`config.mk`:
```
export PLATFORM = sky130hd
export DESIGN_NAME = ir_command_decoder
export DESIGN_NICKNAME = d
export VERILOG_FILES = /design/src/rtl/ir_command_decoder_pkg.sv /design/src/rtl/ir_command_decoder_input_sync.sv /design/src/rtl/ir_command_decoder.sv
export SDC_FILE = /design/constraint.sdc
export NUM_CORES = 1
export LEC_CHECK = 0
export ABC_AREA = 1
export CAP_MARGIN = 20
export CORE_MARGIN = 1
export CORE_UTILIZATION = 60
export DETAILED_ROUTE_END_ITERATION = 8
export GPL_TIMING_DRIVEN = 0
export PLACE_DENSITY = 0.84
export SYNTH_ARGS = -nofsm -noshare
export SYNTH_HDL_FRONTEND = slang
export SYNTH_SLANG_ARGS = --single-unit
```
`constraint.sdc`:
```
create_clock -name clk_pixel_in -period 2.41 [get_ports clk_pixel_in]
set_input_delay 0.241 -clock clk_pixel_in [delete_from_list [all_inputs] [get_ports clk_pixel_in]]
set_output_delay 0.241 -clock clk_pixel_in [all_outputs]
set_load 0.01 [all_outputs]
```
`src/rtl/ir_command_decoder_pkg.sv`:
```
// Shared types and constants for the IR command decoder.
// Frame layout: 4-bit command (LSB first) followed by its bitwise inverse.
package ir_command_decoder_pkg;

    typedef enum logic [2:0] {
        IDLE,
        LEADER,
        SPACE,
        MARK,
        CHECK,
        STOP
    } ir_state_t;

    localparam int unsigned IR_CMD_BLOCK_BIT = 0;
    localparam int unsigned IR_CMD_LUNGE_BIT = 1;
    localparam int unsigned IR_FRAME_BITS    = 8;

    // Command must match its inverse, use only the low two bits, and not set both actions.
    function automatic logic ir_frame_good(input logic [IR_FRAME_BITS-1:0] frame);
        return (frame[3:0] == ~frame[7:4]) &&
               (frame[3:2] == 2'b00) &&
               (frame[1:0] != 2'b11);
    endfunction

endpackage

```
`src/rtl/ir_command_decoder_input_sync.sv`:
```
// Two-flop synchronizer for the IR line plus registered rise/fall detection.
// Edge flags assert in the same cycle the synchronized level first shows the new value.
module ir_input_sync (
    input  logic clk,
    input  logic rst_n,
    input  logic raw,
    output logic sync,
    output logic rise,
    output logic fall
);

    logic meta;
    logic stage;

    always_ff @(posedge clk) begin
        if (!rst_n) begin
            meta  <= 1'b1;
            stage <= 1'b1;
            sync  <= 1'b1;
            rise  <= 1'b0;
            fall  <= 1'b0;
        end else begin
            meta  <= raw;
            stage <= meta;
            sync  <= stage;
            rise  <= stage & ~sync;
            fall  <= ~stage & sync;
        end
    end

endmodule

```
`src/rtl/ir_command_decoder.sv`:
```
// Pulse-distance IR frame decoder producing block/lunge commands.
// One FSM times marks and spaces on the synchronized line and validates each 8-bit frame.
module ir_command_decoder
    import ir_command_decoder_pkg::*;
#(
    parameter int unsigned LEADER_MIN = 600000,
    parameter int unsigned BIT_THRESH = 83160,
    parameter int unsigned TIMEOUT    = 371250,
    parameter int unsigned COUNT_W    = 20
) (
    input  logic clk_pixel_in,
    input  logic rst_in,
    input  logic ir_raw_in,
    output logic block_out,
    output logic lunge_out,
    output logic ir_valid_out,
    output logic frame_error_out
);

    logic                     line_sync;
    logic                     line_rise;
    logic                     line_fall;
    ir_state_t                state;
    logic [COUNT_W-1:0]       cnt;
    logic [IR_FRAME_BITS-1:0] shreg;
    logic [2:0]               bit_idx;
    logic                     first;

    ir_input_sync u_sync (
        .clk   (clk_pixel_in),
        .rst_n (rst_in),
        .raw   (ir_raw_in),
        .sync  (line_sync),
        .rise  (line_rise),
        .fall  (line_fall)
    );

    always_ff @(posedge clk_pixel_in) begin
        if (!rst_in) begin
            state           <= IDLE;
            cnt             <= '0;
            shreg           <= '0;
            bit_idx         <= '0;
            first           <= 1'b0;
            block_out       <= 1'b0;
            lunge_out       <= 1'b0;
            ir_valid_out    <= 1'b0;
            frame_error_out <= 1'b0;
        end else begin
            ir_valid_out    <= 1'b0;
            frame_error_out <= 1'b0;
            if (cnt != '1) begin
                cnt <= cnt + 1'b1;
            end

            unique case (state)
                IDLE: begin
                    if (line_fall) begin
                        state <= LEADER;
                        cnt   <= COUNT_W'(1);
                    end
                end
                LEADER: begin
                    if (line_rise) begin
                        cnt <= COUNT_W'(1);
                        if (cnt >= COUNT_W'(LEADER_MIN)) begin
                            state   <= SPACE;
                            first   <= 1'b1;
                            bit_idx <= '0;
                        end else begin
                            state <= IDLE;
                        end
                    end
                end
                SPACE: begin
                    // Timeout is tested first so it wins over a coincident fall.
                    if (cnt > COUNT_W'(TIMEOUT)) begin
                        frame_error_out <= 1'b1;
                        state           <= IDLE;
                    end else if (line_fall) begin
                        cnt <= COUNT_W'(1);
                        if (first) begin
                            first <= 1'b0;
                            state <= MARK;
                        end else begin
                            shreg   <= {(cnt >= COUNT_W'(BIT_THRESH)), shreg[IR_FRAME_BITS-1:1]};
                            bit_idx <= bit_idx + 3'd1;
                            state   <= (bit_idx == 3'(IR_FRAME_BITS - 1)) ? CHECK : MARK;
                        end
                    end
                end
                MARK: begin
                    if (cnt > COUNT_W'(TIMEOUT)) begin
                        frame_error_out <= 1'b1;
                        state           <= IDLE;
                    end else if (line_rise) begin
                        cnt   <= COUNT_W'(1);
                        state <= SPACE;
                    end
                end
                CHECK: begin
                    if (ir_frame_good(shreg)) begin
                        block_out    <= shreg[IR_CMD_BLOCK_BIT];
                        lunge_out    <= shreg[IR_CMD_LUNGE_BIT];
                        ir_valid_out <= 1'b1;
                    end else begin
                        frame_error_out <= 1'b1;
                    end
                    state <= STOP;
                end
                STOP: begin
                    if (line_sync) begin
                        state <= IDLE;
                    end
                end
                default: state <= IDLE;
            endcase
        end
    end

endmodule

```
* Word level (Yosys, flattened, before mapping)
Index checks and enable logic that the tools add are counted.
Word-level totals: bits in latches 0, word-level logic and storage cells 88, bits of input ports 3, memory bits (read-only) 0, memories 0, output and inout port bits 4, bits in writable memories 0, register bits 44
Cells by class: shift-type cells 0, muxes and demuxes 32, order comparisons 3, reductions and logical operators 12, $mul 0, bitwise gates (word level) 7, eq/ne operators 18, divide/modulo/power cells 0, add/subtract/negate cells 2
Operators with widths (number):
- two-way mux 20 bit | 5
- case mux 20 bit (4 select lines) | 1
- two-way mux 3 bit | 14
- adder 20 x 1 -> 20 bit, second input constant | 1
- greater-or-equal comparator 20 x 17 -> 1 bit, second input constant | 1
- greater-or-equal comparator 20 bit, second input constant | 1
- greater-than comparator 20 x 19 -> 1 bit, second input constant | 1
- != test 20 bit, second input constant | 1
- case mux 3 bit (6 select lines) | 1
- AND reduction 5 bit | 2
- == test 3 bit, second input constant | 3
- != test 2 x 1 -> 1 bit, second input constant | 4
- != test 2 bit, second input constant | 4
- two-way mux 1 bit | 7
- == test 3 x 2 -> 1 bit, second input constant | 2
- != test 3 x 2 -> 1 bit, second input constant | 2
- case mux 3 bit (2 select lines) | 1
- AND reduction 6 bit | 1
- == test 4 bit | 1
- inverter 1 bit | 4
- inverter 4 bit | 1
- case mux 1 bit (2 select lines) | 2
- AND reduction 2 bit | 2
- AND reduction 4 bit | 1
- 9 further kinds | 11

* Longest topological paths before layout
depth after elaboration 6, mapped depth 14, mapped depth without buffers 13

* Hierarchy
From an unflattened synthesis, not the netlist that was laid out.
Unflattened totals: cells, all modules 382, area total of the unflattened synthesis 2501.1 µm²
By module, submodules not included:
- ir_command_decoder | times used 1, seq. area each 780.7 µm², cells each 368, area an instance 2364.8 µm²
- ir_input_sync | times used 1, seq. area each 100.1 µm², cells each 14, area an instance 136.4 µm²

* Worst setup path before layout
No wires, ideal clock.
path kind reg2reg, start point register cnt[0], end point register cnt[1], buffers on the path 0, library setup time 0.124 ns, period minus slack after synthesis 1.747 ns, data required time 2.286 ns, path slack 0.663 ns, arrival time 1.623 ns, cell stages (with the launch flop) 10, path through dfxtp_1 -> ha_1 -> nand3_1 -> nor3_1 -> and3_1 -> nand4_1 -> inv_1 -> nand2_1 -> o21ai_0 -> nor2_4
Between the ends: longest elaborated chain between the ends 5, elaborated cells between the ends (all ways) 9, those cells by class add/sub: 1; order compare: 1; eq/ne: 1; mux: 6
Ends and longest elaborated chain:
- start: declaration | line ir_command_decoder.sv:24 | logic [COUNT_W-1:0] cnt;
- start signal: assignment | line ir_command_decoder.sv:53 | cnt <= cnt + 1'b1;
- adder 20 x 1 -> 20 bit / != test 20 bit (equally long branches) | line ir_command_decoder.sv:53, ir_command_decoder.sv:52
- two-way mux 20 bit | line ir_command_decoder.sv:52 | if (cnt != '1) begin
- two-way mux 20 bit, on equally long branches
- two-way mux 20 bit, on equally long branches | line ir_command_decoder.sv:93, ir_command_decoder.sv:77
- case mux 20 bit (4 select lines) * | line ir_command_decoder.sv:56 | unique case (state)
Every way passes the cells marked *; elsewhere a longest branch is shown, timed or not. A chain may end at the register's enable or synchronous reset.

* Worst setup path in the final report
Same ends and word-level chain as after synthesis.

==> results.toml <==
[sta]
rsz0062_at_grt = "false"
finalCriticalPeriod_ps = 2190
worst_pin_slew_ps = 747
skew_ps = 7.18
fin_crit_sh = 0.911
setup_viol = 0
max_slew_margin = 0.498
fin_setup_tns_ps = 0
fmax_ghz = 0.456
slew_viol_final = 0
hold_violations = 0

[global_routing]
grt_max_degree = 14
grt_pass1_vias = 1964
grt_first_pass_wirelength_um = 8620
antenna_found_initial = 0
grt.total_usage = 0.261
overflow = 0

[setup_path]
crit_type = "reg2reg"
r2r-start = "cnt[0]"
critPathTopFamily = "simple AND/OR/NAND/NOR gates"
critPathSlowestCell = "dfxtp_1"
crit_fanout = 5
cp-start-kind = "flop"
cp_data_arrival_time_ps = 2390
worst_path_largest_cell_delay_ps = 440
timing.rr.end = "cnt[1]"
end_kind = "flop"
crit_chain = "ha_1 -> nand3_1 -> nor3_1 -> and3_1 -> nand4_1 -> inv_1 -> nand2_1 -> o21ai_0 -> nor2_4"
reg2reg_setup_slack_ps = 220
critPathRequiredTime_ps = 2600
rr_worst_depth = 9
worst-path-buf-inv = 1
cp.depth = 9

[synthesis]
ys_seq_elements = 44
syn_nets = 376
ys_seq_area_frac = 0.362
syn_inst = 369
synth_cell_types = 26
ys.warnings.count = 0
synth_top_cell_area_share = 0.362
netlist_area_um2 = 2430
yosysTopAreaCell = "dfxtp_1"
synth_area_leaders = "dfxtp_1 36%, nand2_1 10%, nor2_1 9.1%, inv_1 8.8%, a21oi_1 5.1%"
avgSynthCellArea_um2 = 6.59

[floorplan]
fp.dieW_um = 65.7
die_y_um = 65.7
start_util = 0.645
rows = 22
die_area_um2 = 4310
core_area_um2 = 3770
io_pins = 7

[power_and_ir_drop]
vdd_ir_drop_max_mv = 0.434
p_per_area_nw_per_um2 = 614
power.total_mw = 1.62
leakage_nw = 1.04

[routing]
wl_per_cell_um = 11.9
drt_iter0_markers = 198
dr.pass1.iters = 5
vias_per_cell = 5.30
drcViolationCount = 0
final_antenna_net_count = 0
routed_wl_um = 5120
via_count = 2281

[cts]
clkLatencyLatePin_ps = 300
cts_buffer_depth = 2
cts.sinks = 44
clk_pin_slew_ps = 80
cts_made_buffers = 5
ctsHoldBuffers = 0
cts_tree = "done"
cts_resized = 0
htreeDepth = 2
root_buffer = "clkbuf_8"
post_cts_buffers = 0

[run_status]
status = "completed"

[final_layout]
antennaDiodeCount = 0
final_nets = 389
mostFrequentLayoutCell = "nand2_1"
drive_above_1_share = 0.102
mostFrequentLayoutCells = "67 x nand2_1, 59 x nor2_1, 57 x inv_1"
area_delta_synth_final_pct = 8.29

[worst_hold_path]
hold_depth = 1
hold_start = "u_sync.stage"
whs_endpoint = "u_sync.fall"
hold_path_class = "reg2reg"

[placed_design]
dp_hpwl_um = 3750
gp_congestion = 0.913
port_buffers = 6

[job]
drv_cap = 0
Yosys cell counts:
cell type	n
nand3_1	18
and3_1	1
inv_1	57
xnor2_1	1
a21oi_1	25
buf_8	1
nand2_1	67
nor2_4	1
nand4_1	7
nand3_2	1
or2_2	2
buf_2	3
inv_2	3
nand2_4	2
xor2_1	12
nor4_1	1
o21ai_0	23
nand2_2	2
nor2_1	59
nor3_1	16
o211ai_2	1
dfxtp_1	44
o21ai_2	1
clkbuf_1	2
nor2_2	15
ha_1	4
area by class of cell:
type	instances	area, µm²
Tap cell	48	60.1
Fill cell	332	1140
Buffer	6	37.5
Multi-Input combinational cell	259	1290
Inverter	60	225
Sequential cell	44	881
Clock buffer	5	68.8
Clock inverter	2	12.5
Timing Repair Buffer	6	60.1
metrics by stage:
| stage | cells | instance area [µm²] | setup WS [ps] | utilization | hold slack (ps) |
|---|---|---|---|---|---|
| 2_1_floorplan | 369 | 2430 | 663 | - | 348 |
| 3_3_place_gp | 423 | 2550 | 306 | 0.677 | 395 |
| 3_5_place_dp | 423 | 2550 | 293 | 0.677 | 405 |
| 4_1_cts | 430 | 2630 | 245 | 0.698 | 421 |
| 5_1_grt | 430 | 2630 | 43.3 | 0.698 | 450 |
| 6_report | 430 | 2630 | 215 | 0.698 | 420 |
registers in the layout, indices dropped and copies added, names as in the netlist:
name             count
bit_idx              3
block_out            1
cnt                 20
first                1
frame_error_out      1
ir_valid_out         1
lunge_out            1
shreg                8
state                3
u_sync.fall          1
u_sync.meta          1
u_sync.rise          1
u_sync.stage         1
u_sync.sync          1
worst register-to-register path, delay by kind of cell (launching register included):
kind | cells | cell delay, ps
buffers and inverters | 1 | 240
adder cells (fa/ha/maj) | 1 | 250
AND/OR/NAND/NOR | 6 | 1020
AO/OA/AOI/OAI | 1 | 140
flip-flops | 1 | 440
worst max path at each step:
stage / start / end / slack, ps
floorplan: cnt[0] / cnt[1] / 660
global placement: cnt[0] / cnt[1] / 310
detailed placement: cnt[0] / cnt[1] / 290
CTS: cnt[0] / cnt[1] / 240
global route: cnt[0] / cnt[1] / 40
finish: cnt[0] / cnt[1] / 220
kinds of logic after synthesis:
group / Yosys count / share of synthesized area
adders and majority gates: 4 / 0.0206
and+or+nand+nor: 192 / 0.355
xor gates and xnor gates: 13 / 0.0468
DFF: 44 / 0.362
buffers and inverters: 66 / 0.108
AOI/OAI and AO/OA: 50 / 0.108
where the power goes:
group	leakage [nW]	switching (mW)	total [mW]	internal [mW]
clock	0.0400	0.252	0.448	0.196
combinational	0.648	0.245	0.368	0.123
sequential	0.356	0.0398	0.799	0.760
total	1.04	0.537	1.62	1.08
metal layers:
metal | up-vias | track usage | share of wire
met4 | 0 | 0.0978 | 0.017
met5 | - | 0 | 0
met1 | 1006 | 0.362 | 0.48
met2 | 84 | 0.390 | 0.44
met3 | 10 | 0.0556 | 0.069
li1 | 1181 | - | -
(Power assumes the default switching activity.)
